**src/rtl/ring_decoder_if.sv**
```systemverilog
// rtl/ring_decoder_if.sv - ring state sample bus and decoded status outputs
interface ring_decoder_if #(
    parameter int N    = 4,
    parameter int IDXW = 2,
    parameter int REVW = 8
);
    logic [N-1:0]    ring_in;
    logic            ring_vld;
    logic            clr_err;
    logic [IDXW-1:0] idx;
    logic            idx_vld;
    logic            onehot_err;
    logic            seq_err;
    logic            err_sticky;
    logic            locked;
    logic [REVW-1:0] rev_cnt;

    // Side that presents ring samples and consumes decoded status
    modport master (
        output ring_in, ring_vld, clr_err,
        input  idx, idx_vld, onehot_err, seq_err, err_sticky, locked, rev_cnt
    );

    // Decoder side
    modport slave (
        input  ring_in, ring_vld, clr_err,
        output idx, idx_vld, onehot_err, seq_err, err_sticky, locked, rev_cnt
    );
endinterface

```
**src/rtl/ring_decoder.sv**
```systemverilog
// rtl/ring_decoder.sv - one-hot ring counter decoder with sequence tracking and revolution count
module ring_decoder #(
    parameter int N        = 4,
    parameter int IDXW     = 2,
    parameter int REVW     = 8,
    parameter int DIR      = 0,
    parameter int LOCK_CNT = 2,
    parameter int HOLD_OK  = 0
) (
    input  logic          clk,
    input  logic          rst,
    ring_decoder_if.slave bus
);
    typedef enum logic {ACQUIRE, TRACK} state_t;

    state_t          state_q, state_d;
    logic [N-1:0]    prev_q, prev_d;
    logic            prev_vld_q, prev_vld_d;
    logic [3:0]      lock_q, lock_d;
    logic [IDXW-1:0] idx_q, idx_d;
    logic            idx_vld_q, idx_vld_d;
    logic            onehot_err_q, onehot_err_d;
    logic            seq_err_q, seq_err_d;
    logic            err_sticky_q, err_sticky_d;
    logic [REVW-1:0] rev_q, rev_d;

    logic            legal;
    logic [N-1:0]    rot;
    logic            is_next;
    logic            is_hold;
    logic            expected;
    logic            wrap;
    logic [IDXW-1:0] enc;
    logic [3:0]      lock_inc;
    logic            lock_hit;

    // A legal sample has exactly one bit set: nonzero and clearing the lowest set bit leaves zero
    assign legal = (bus.ring_in != '0) && ((bus.ring_in & (bus.ring_in - N'(1))) == '0);

    // Where the hot bit should move next from the previous sample
    assign rot = (DIR == 0) ? {prev_q[0], prev_q[N-1:1]} : {prev_q[N-2:0], prev_q[N-1]};

    assign is_next  = (bus.ring_in == rot);
    assign is_hold  = (HOLD_OK != 0) && (bus.ring_in == prev_q);
    assign expected = prev_vld_q && (is_next || is_hold);
    // A rotation out of the wrapping end bit completes one revolution; holds never match rot
    assign wrap     = is_next && ((DIR == 0) ? prev_q[0] : prev_q[N-1]);
    assign lock_inc = lock_q + 4'd1;
    assign lock_hit = (lock_inc == 4'(LOCK_CNT));

    // Binary encoding of the hot bit; only used when the sample is legal
    always_comb begin
        enc = '0;
        for (int i = 0; i < N; i++) begin
            if (bus.ring_in[i]) begin
                enc = enc | IDXW'(i);
            end
        end
    end

    // Next-state: acquire/track FSM, previous sample, lock counter and output pulses
    always_comb begin
        state_d      = state_q;
        prev_d       = prev_q;
        prev_vld_d   = prev_vld_q;
        lock_d       = lock_q;
        idx_d        = idx_q;
        idx_vld_d    = 1'b0;
        onehot_err_d = 1'b0;
        seq_err_d    = 1'b0;
        rev_d        = rev_q;

        if (bus.ring_vld) begin
            if (!legal) begin
                onehot_err_d = 1'b1;
                if (state_q == TRACK) begin
                    state_d    = ACQUIRE;
                    lock_d     = '0;
                    prev_d     = '0;
                    prev_vld_d = 1'b0;
                end
            end else begin
                idx_d      = enc;
                idx_vld_d  = 1'b1;
                prev_d     = bus.ring_in;
                prev_vld_d = 1'b1;
                if (state_q == ACQUIRE) begin
                    if (expected) begin
                        lock_d = lock_inc;
                        if (lock_hit) begin
                            state_d = TRACK;
                            lock_d  = '0;
                            rev_d   = '0;
                        end
                    end else begin
                        // First sample after reset or loss of lock only seeds prev
                        lock_d = '0;
                    end
                end else begin
                    if (expected) begin
                        if (wrap) begin
                            rev_d = rev_q + REVW'(1);
                        end
                    end else begin
                        seq_err_d = 1'b1;
                        state_d   = ACQUIRE;
                        lock_d    = '0;
                    end
                end
            end
        end

        // A fresh error outranks a clear on the same edge
        err_sticky_d = (err_sticky_q & ~bus.clr_err) | onehot_err_d | seq_err_d;
    end

    // State and output registers
    always_ff @(posedge clk or negedge rst) begin
        if (!rst) begin
            state_q      <= ACQUIRE;
            prev_q       <= '0;
            prev_vld_q   <= 1'b0;
            lock_q       <= '0;
            idx_q        <= '0;
            idx_vld_q    <= 1'b0;
            onehot_err_q <= 1'b0;
            seq_err_q    <= 1'b0;
            err_sticky_q <= 1'b0;
            rev_q        <= '0;
        end else begin
            state_q      <= state_d;
            prev_q       <= prev_d;
            prev_vld_q   <= prev_vld_d;
            lock_q       <= lock_d;
            idx_q        <= idx_d;
            idx_vld_q    <= idx_vld_d;
            onehot_err_q <= onehot_err_d;
            seq_err_q    <= seq_err_d;
            err_sticky_q <= err_sticky_d;
            rev_q        <= rev_d;
        end
    end

    assign bus.idx        = idx_q;
    assign bus.idx_vld    = idx_vld_q;
    assign bus.onehot_err = onehot_err_q;
    assign bus.seq_err    = seq_err_q;
    assign bus.err_sticky = err_sticky_q;
    assign bus.locked     = (state_q == TRACK);
    assign bus.rev_cnt    = rev_q;
endmodule

```
**src/flat_wrapper.sv**
```systemverilog
// flat-port wrapper written by rule: the top's interface ports become plain ports
module ring_decoder_flat 
#(
    parameter int N        = 4,
    parameter int IDXW     = 2,
    parameter int REVW     = 8,
    parameter int DIR      = 0,
    parameter int LOCK_CNT = 2,
    parameter int HOLD_OK  = 0
)
  (clk, rst, bus_ring_in, bus_ring_vld, bus_clr_err, bus_idx, bus_idx_vld, bus_onehot_err, bus_seq_err, bus_err_sticky, bus_locked, bus_rev_cnt);
  ring_decoder_if #(.N(N), .IDXW(IDXW), .REVW(REVW)) bus_i ();
  input  logic clk;
  input  logic rst;
  input wire logic [$bits(bus_i.ring_in)-1:0] bus_ring_in;
  input wire logic [$bits(bus_i.ring_vld)-1:0] bus_ring_vld;
  input wire logic [$bits(bus_i.clr_err)-1:0] bus_clr_err;
  output wire logic [$bits(bus_i.idx)-1:0] bus_idx;
  output wire logic [$bits(bus_i.idx_vld)-1:0] bus_idx_vld;
  output wire logic [$bits(bus_i.onehot_err)-1:0] bus_onehot_err;
  output wire logic [$bits(bus_i.seq_err)-1:0] bus_seq_err;
  output wire logic [$bits(bus_i.err_sticky)-1:0] bus_err_sticky;
  output wire logic [$bits(bus_i.locked)-1:0] bus_locked;
  output wire logic [$bits(bus_i.rev_cnt)-1:0] bus_rev_cnt;
  assign bus_i.ring_in = bus_ring_in;
  assign bus_i.ring_vld = bus_ring_vld;
  assign bus_i.clr_err = bus_clr_err;
  assign bus_idx = bus_i.idx;
  assign bus_idx_vld = bus_i.idx_vld;
  assign bus_onehot_err = bus_i.onehot_err;
  assign bus_seq_err = bus_i.seq_err;
  assign bus_err_sticky = bus_i.err_sticky;
  assign bus_locked = bus_i.locked;
  assign bus_rev_cnt = bus_i.rev_cnt;
  ring_decoder #(.N(N), .IDXW(IDXW), .REVW(REVW), .DIR(DIR), .LOCK_CNT(LOCK_CNT), .HOLD_OK(HOLD_OK)) u_core (.clk(clk), .rst(rst), .bus(bus_i));
endmodule
```
**config.mk**
```make
export PLATFORM = sky130hd
export DESIGN_NAME = ring_decoder_flat
export DESIGN_NICKNAME = d
export VERILOG_FILES = /design/src/rtl/ring_decoder_if.sv /design/src/rtl/ring_decoder.sv /design/src/flat_wrapper.sv
export SDC_FILE = /design/constraint.sdc
export NUM_CORES = 1
export LEC_CHECK = 0
export CAP_MARGIN = 40
export CORE_MARGIN = 3
export CORE_UTILIZATION = 32
export DETAILED_ROUTE_END_ITERATION = 10
export SYNTH_ARGS = -nofsm -noshare
export SYNTH_HDL_FRONTEND = slang
export SYNTH_SLANG_ARGS = --single-unit
```
**constraint.sdc**
```tcl
create_clock -name clk -period 4.8 [get_ports clk]
set_input_delay 1.2 -clock clk [delete_from_list [all_inputs] [get_ports clk]]
set_output_delay 1.2 -clock clk [all_outputs]
set_load 0.05 [all_outputs]
```
# Word level (Yosys, flattened, before mapping)
# Cells that the tools add are included.
# totals
regBits	24
in_bits	8
output_inout_bits	15
wordCells	63
# op_classes
n_addsub	3
n_eq_ne	4
muxes	30
bitwise	5
reduce_logical	11
# ops
cell	n
8-bit two-way mux	5
4-bit two-way mux	7
1-bit two-way mux	16
8-bit by 1-bit adder with 8-bit output, second input constant	1
5-bit AND reduction	1
4-bit by 1-bit adder with 4-bit output, second input constant	1
4-bit bitwise AND	1
4-bit by 2-bit == test with 1-bit output, second input constant	1
4-bit == test	1
4-bit logical NOT	1
2-bit two-way mux	2
2-bit AND reduction	2
2-bit nonzero test	2
4-bit nonzero test	1
4-bit by 1-bit subtractor with 4-bit output, second input constant	1
1-bit logical AND	3
3-bit inequality test, second input constant	1
3-bit AND reduction	1
2-bit inequality test, second input constant	1
1-bit bitwise OR	2
1-bit bitwise AND	1
1-bit NOT	1

# Longest topological paths before layout
# depth
ltp_word	8
mapped_depth	7

# Worst setup path after synthesis
# No wires, ideal clock.
# synth_timing
path_type	in2reg
start	input port bus_ring_in[3]
end	register u_core.rev_q[4] (netlist: u_core.bus.rev_cnt[4])
setup_ns	0.124
arrival_time_ns	2.436
required_ns	4.676
path_slack_ns	2.240
stages	6
path_buffers	1
cell_sequence	buf_2 > xnor2_1 > nor3_2 > o21a_2 > nand3_1 > a211o_1
# synth_between
elab_chain_cells	5
word_cells_on_any_way	10
classes_between	add/sub: 1; eq/ne: 2; bitwise: 1; reduce/logical: 6
# synth_lines
item	line	rtl
start, declared	flat_wrapper.sv:15	input wire logic [$bits(bus_i.ring_in)-1:0] bus_ring_in;
4-bit by 1-bit subtractor with 4-bit output	ring_decoder.sv:38	assign legal = (bus.ring_in != '0) && ((bus.ring_in & (bus.ring_in - N'(1))) == '0);
4-bit bitwise AND	ring_decoder.sv:38	
4-bit logical NOT	ring_decoder.sv:38	
1-bit logical AND	ring_decoder.sv:38	
5-bit AND reduction (no source line) (*)	n/a	
end signal, assigned	ring_decoder.sv:140	rev_q <= rev_d;
end, declared	ring_decoder.sv:25	logic [REVW-1:0] rev_q, rev_d;
# Mark *: on every way between the ends. The rest lies on a longest branch, timed or not.
# A chain may end at the register's enable or synchronous reset.

# Final worst setup path
# layout_timing
start	register u_core.state_q (netlist: u_core.bus.locked)
end	output port bus_locked
# layout_rtl
item	line	rtl
start, declared	ring_decoder.sv:16	state_t state_q, state_d;
start signal, assigned	ring_decoder.sv:131	state_q <= state_d;
end, declared	flat_wrapper.sv:23	output wire logic [$bits(bus_i.locked)-1:0] bus_locked;
# No word-level cell between the ends.

==> flow_summary.yaml <==
yosys:
  async_reset_ff_share_pct: 100
  syn_avg_cell_area_um2: 9.79
  synth_cell_types: 46
  synthFlopType: "dfrtp_1"
  synth_seq_cells: 24
  yosys_warnings: 0
  synth_edf_count: 0
  syn_nets: 159
  netlist_instances: 148
  syn_area_um2: 1450
  seq_area_frac_synth_pct: 41.5
clock_network:
  post_cts_buffers: 0
  cts_hold_buf: 0
  cts_root_buf: "clkbuf_8"
  cts_buffers: 3
  cts.sinks: 24
  clk_latency_ns: 0.27
  clk_pin_slew_worst_paths_ns: 0.08
  clock_path_buffers: 2
  cts.repair.resized: 0
  cts_tree: "done"
  htree_levels: 1
sta:
  hold_violations: 0
  finalCriticalPeriod_ns: 3.15
  maxSlewHeadroom_pct: 55.7
  setup_viol: 0
  worst_pin_slew_ns: 0.662
  holdWs_ns: 0.528
  post-route-period-util_pct: 65.7
  finalMaxSlewViolations: 0
  clock.fmax_ghz: 0.317
  rsz0062_at_grt: "false"
  finalClockSkew_ns: 0.00478
  tns_ns: 0
placed_design:
  placed_cell_area_um2: 1730
  port_buffers: 22
  dp_hpwl_um: 2490
  place_congestion: 0.805
  dp.cells: 216
floorplan:
  ioPinCount: 23
  die_height_um: 73.3
  coreArea_um2: 4170
  initial_core_util_pct: 34.7
  row_count: 23
  die_area_um2: 5370
  die_w_um: 73.3
global_routing:
  grtUsageTotal_pct: 12.8
  grt_overflow: 0
  antenna_found_initial: 0
  grt_max_degree: 21
  grt_pass1_wl_um: 5330
  grt_pass1_vias: 1077
pwr:
  p_per_area_nw_per_um2: 374
  ir_worst_vdd_v: 0.000197
  cellLeakagePower_nw: 0.715
critical_path:
  worstSetupPathType: "reg2out"
  worstPathCellList: "clkdlybuf4s50_1"
  path_delay_family: "buffers and inverters"
  cpMaxStageDelayCell: "clkdlybuf4s50_1"
  ff2ff_setup_slack_ns: 2.78
  crit_buf_inv: 1
  setup.worst_path.end_class: "output pin"
  rr_worst_depth: 6
  cp_max_fo: 20
  r2r_end: "u_core.bus.rev_cnt[5]"
  cp-start-kind: "register"
  critPathRequiredTime_ns: 3.60
  cp_slowest_stage_delay_ns: 0.93
  cp.arrival_ns: 1.95
  r2r-start: "u_core.lock_q[0]"
finish:
  area_growth_pct: 24.0
  fin_cells: 220
  drive_gt1_share_pct: 10.0
  n_antenna_cell: 0
  final_util_pct: 43.1
  fin_area_um2: 1800
  num-nets-final: 182
hold_path:
  hold_end: "u_core.prev_vld_q"
  hp-class: "reg2reg"
  hold_start: "u_core.prev_vld_q"
  hold_depth: 1
routing:
  initialDrtViolationCount: 100
  dr.pass1.iters: 4
  ant_nets: 0
  wire_per_inst_um: 14.8
  drt-total-wl_um: 3260
  vias: 1221
  drc: 0
  vias_per_cell: 5.55
flow_run:
  drv_cap: 0
outcome:
  status: "finished, final reports clean"
==> flip-flops by register name, summed over array words and instances (netlist names) <==
name,cells
u_core.bus.onehot_err,1
u_core.lock_q,4
u_core.bus.err_sticky,1
u_core.bus.seq_err,1
u_core.bus.idx_vld,1
u_core.bus.locked,1
u_core.bus.idx,2
u_core.prev_vld_q,1
u_core.prev_q,4
u_core.bus.rev_cnt,8
==> layer usage <==
| metal | up-vias | share of wire, % | track usage (%) |
|---|---|---|---|
| met5 | - | 0 | 0 |
| met4 | 0 | 0.58 | 2.41 |
| met3 | 2 | 3.6 | 3.28 |
| met2 | 21 | 50 | 20.4 |
| met1 | 600 | 46 | 17.8 |
| li1 | 598 | - | - |
==> layout make-up <==
type,instances,area [µm²]
Multi-Input combinational cell,114,808
Sequential cell,24,601
Tap cell,50,62.6
Clock buffer,3,41.3
Fill cell,391,2380
Clock inverter,1,30.0
Inverter,5,18.8
Timing Repair Buffer,23,235
==> synth_stat cells, types with 3 or more instances <==
cell type  count  share of area, %
xor2_1         3               1.8
clkbuf_1       3              0.78
o31ai_1        4               2.1
nor4_1         3               1.3
and3_1         4               1.7
o21ai_0        3               1.0
a31oi_1        3               1.3
a21oi_1        7               2.4
nand2_1       13               3.4
a211o_1        3               1.8
and2_1         5               2.2
nand3_1        6               2.1
nor2_1        12               3.1
nor2b_1        3               1.3
inv_1          5               1.3
a22o_1         6               3.6
dfrtp_1       24                41
ha_1           3               2.6
==> worst register-to-register path: stages (launching register included) <==
cell and delay (ns):
dfrtp_1 0.45, ha_1 0.26, nor3_1 0.24, and2_1 0.18, a311o_1 0.22, nand3_1 0.22
a211o_1 0.35
==> report_power, final <==
part	switching [W]	internal (W)
logic	0.000142	0.0000822
clock network	0.0000664	0.000112
registers	0.0000393	0.000231
total	0.000247	0.000425
==> cell usage in the layout, fill, tap and decap left out, drive strengths merged, types with 3 or more instances in the layout <==
cell type | synthesis | final
a22o | 6 | 6
o211ai | 3 | 3
a31oi | 3 | 3
o31ai | 5 | 5
clkdlybuf4s50 | 0 | 22
nor2 | 12 | 12
and3 | 4 | 4
o21ai | 4 | 4
a211o | 3 | 3
dfrtp | 24 | 24
and2 | 5 | 5
ha | 3 | 3
nor2b | 3 | 3
a21oi | 7 | 7
clkbuf | 3 | 3
inv | 5 | 5
nor3 | 4 | 4
xor2 | 4 | 4
nand2 | 13 | 13
nor4 | 5 | 5
nand3 | 7 | 7
==> cell families after synthesis <==
| kind of cell | after synthesis | share of synthesized area [%] |
|---|---|---|
| AO/OA/AOI/OAI | 46 | 25.1 |
| XOR/XNOR | 5 | 3.54 |
| adder cells (fa/ha/maj) | 3 | 2.59 |
| buffers and inverters | 10 | 2.76 |
| flip-flops | 24 | 41.5 |
| AND/OR/NAND/NOR | 60 | 24.5 |
==> how the worst max path moves through the flow <==
stage                           start                    end  slack (ns)  cells after the start
floorplan              bus_ring_in[3]  u_core.bus.rev_cnt[4]        2.24                      6
global placement       bus_ring_in[1]  u_core.bus.rev_cnt[7]        1.47                      6
detailed placement     bus_ring_in[1]  u_core.bus.rev_cnt[5]        1.37                      6
CTS                 u_core.bus.locked             bus_locked        1.64                      1
global route           bus_ring_in[3]  u_core.bus.rev_cnt[7]        1.49                      6
finish              u_core.bus.locked             bus_locked        1.65                      1
==> per-stage QoR <==
step                      setup WS, ns  total power (W)
after floorplan                   2.24         0.000429
after global placement            1.47         0.000491
after detailed placement          1.37         0.000499
after CTS                         1.64         0.000678
after global routing              1.49         0.000707
final                             1.65         0.000672
Power figures use the tool's default switching activity.
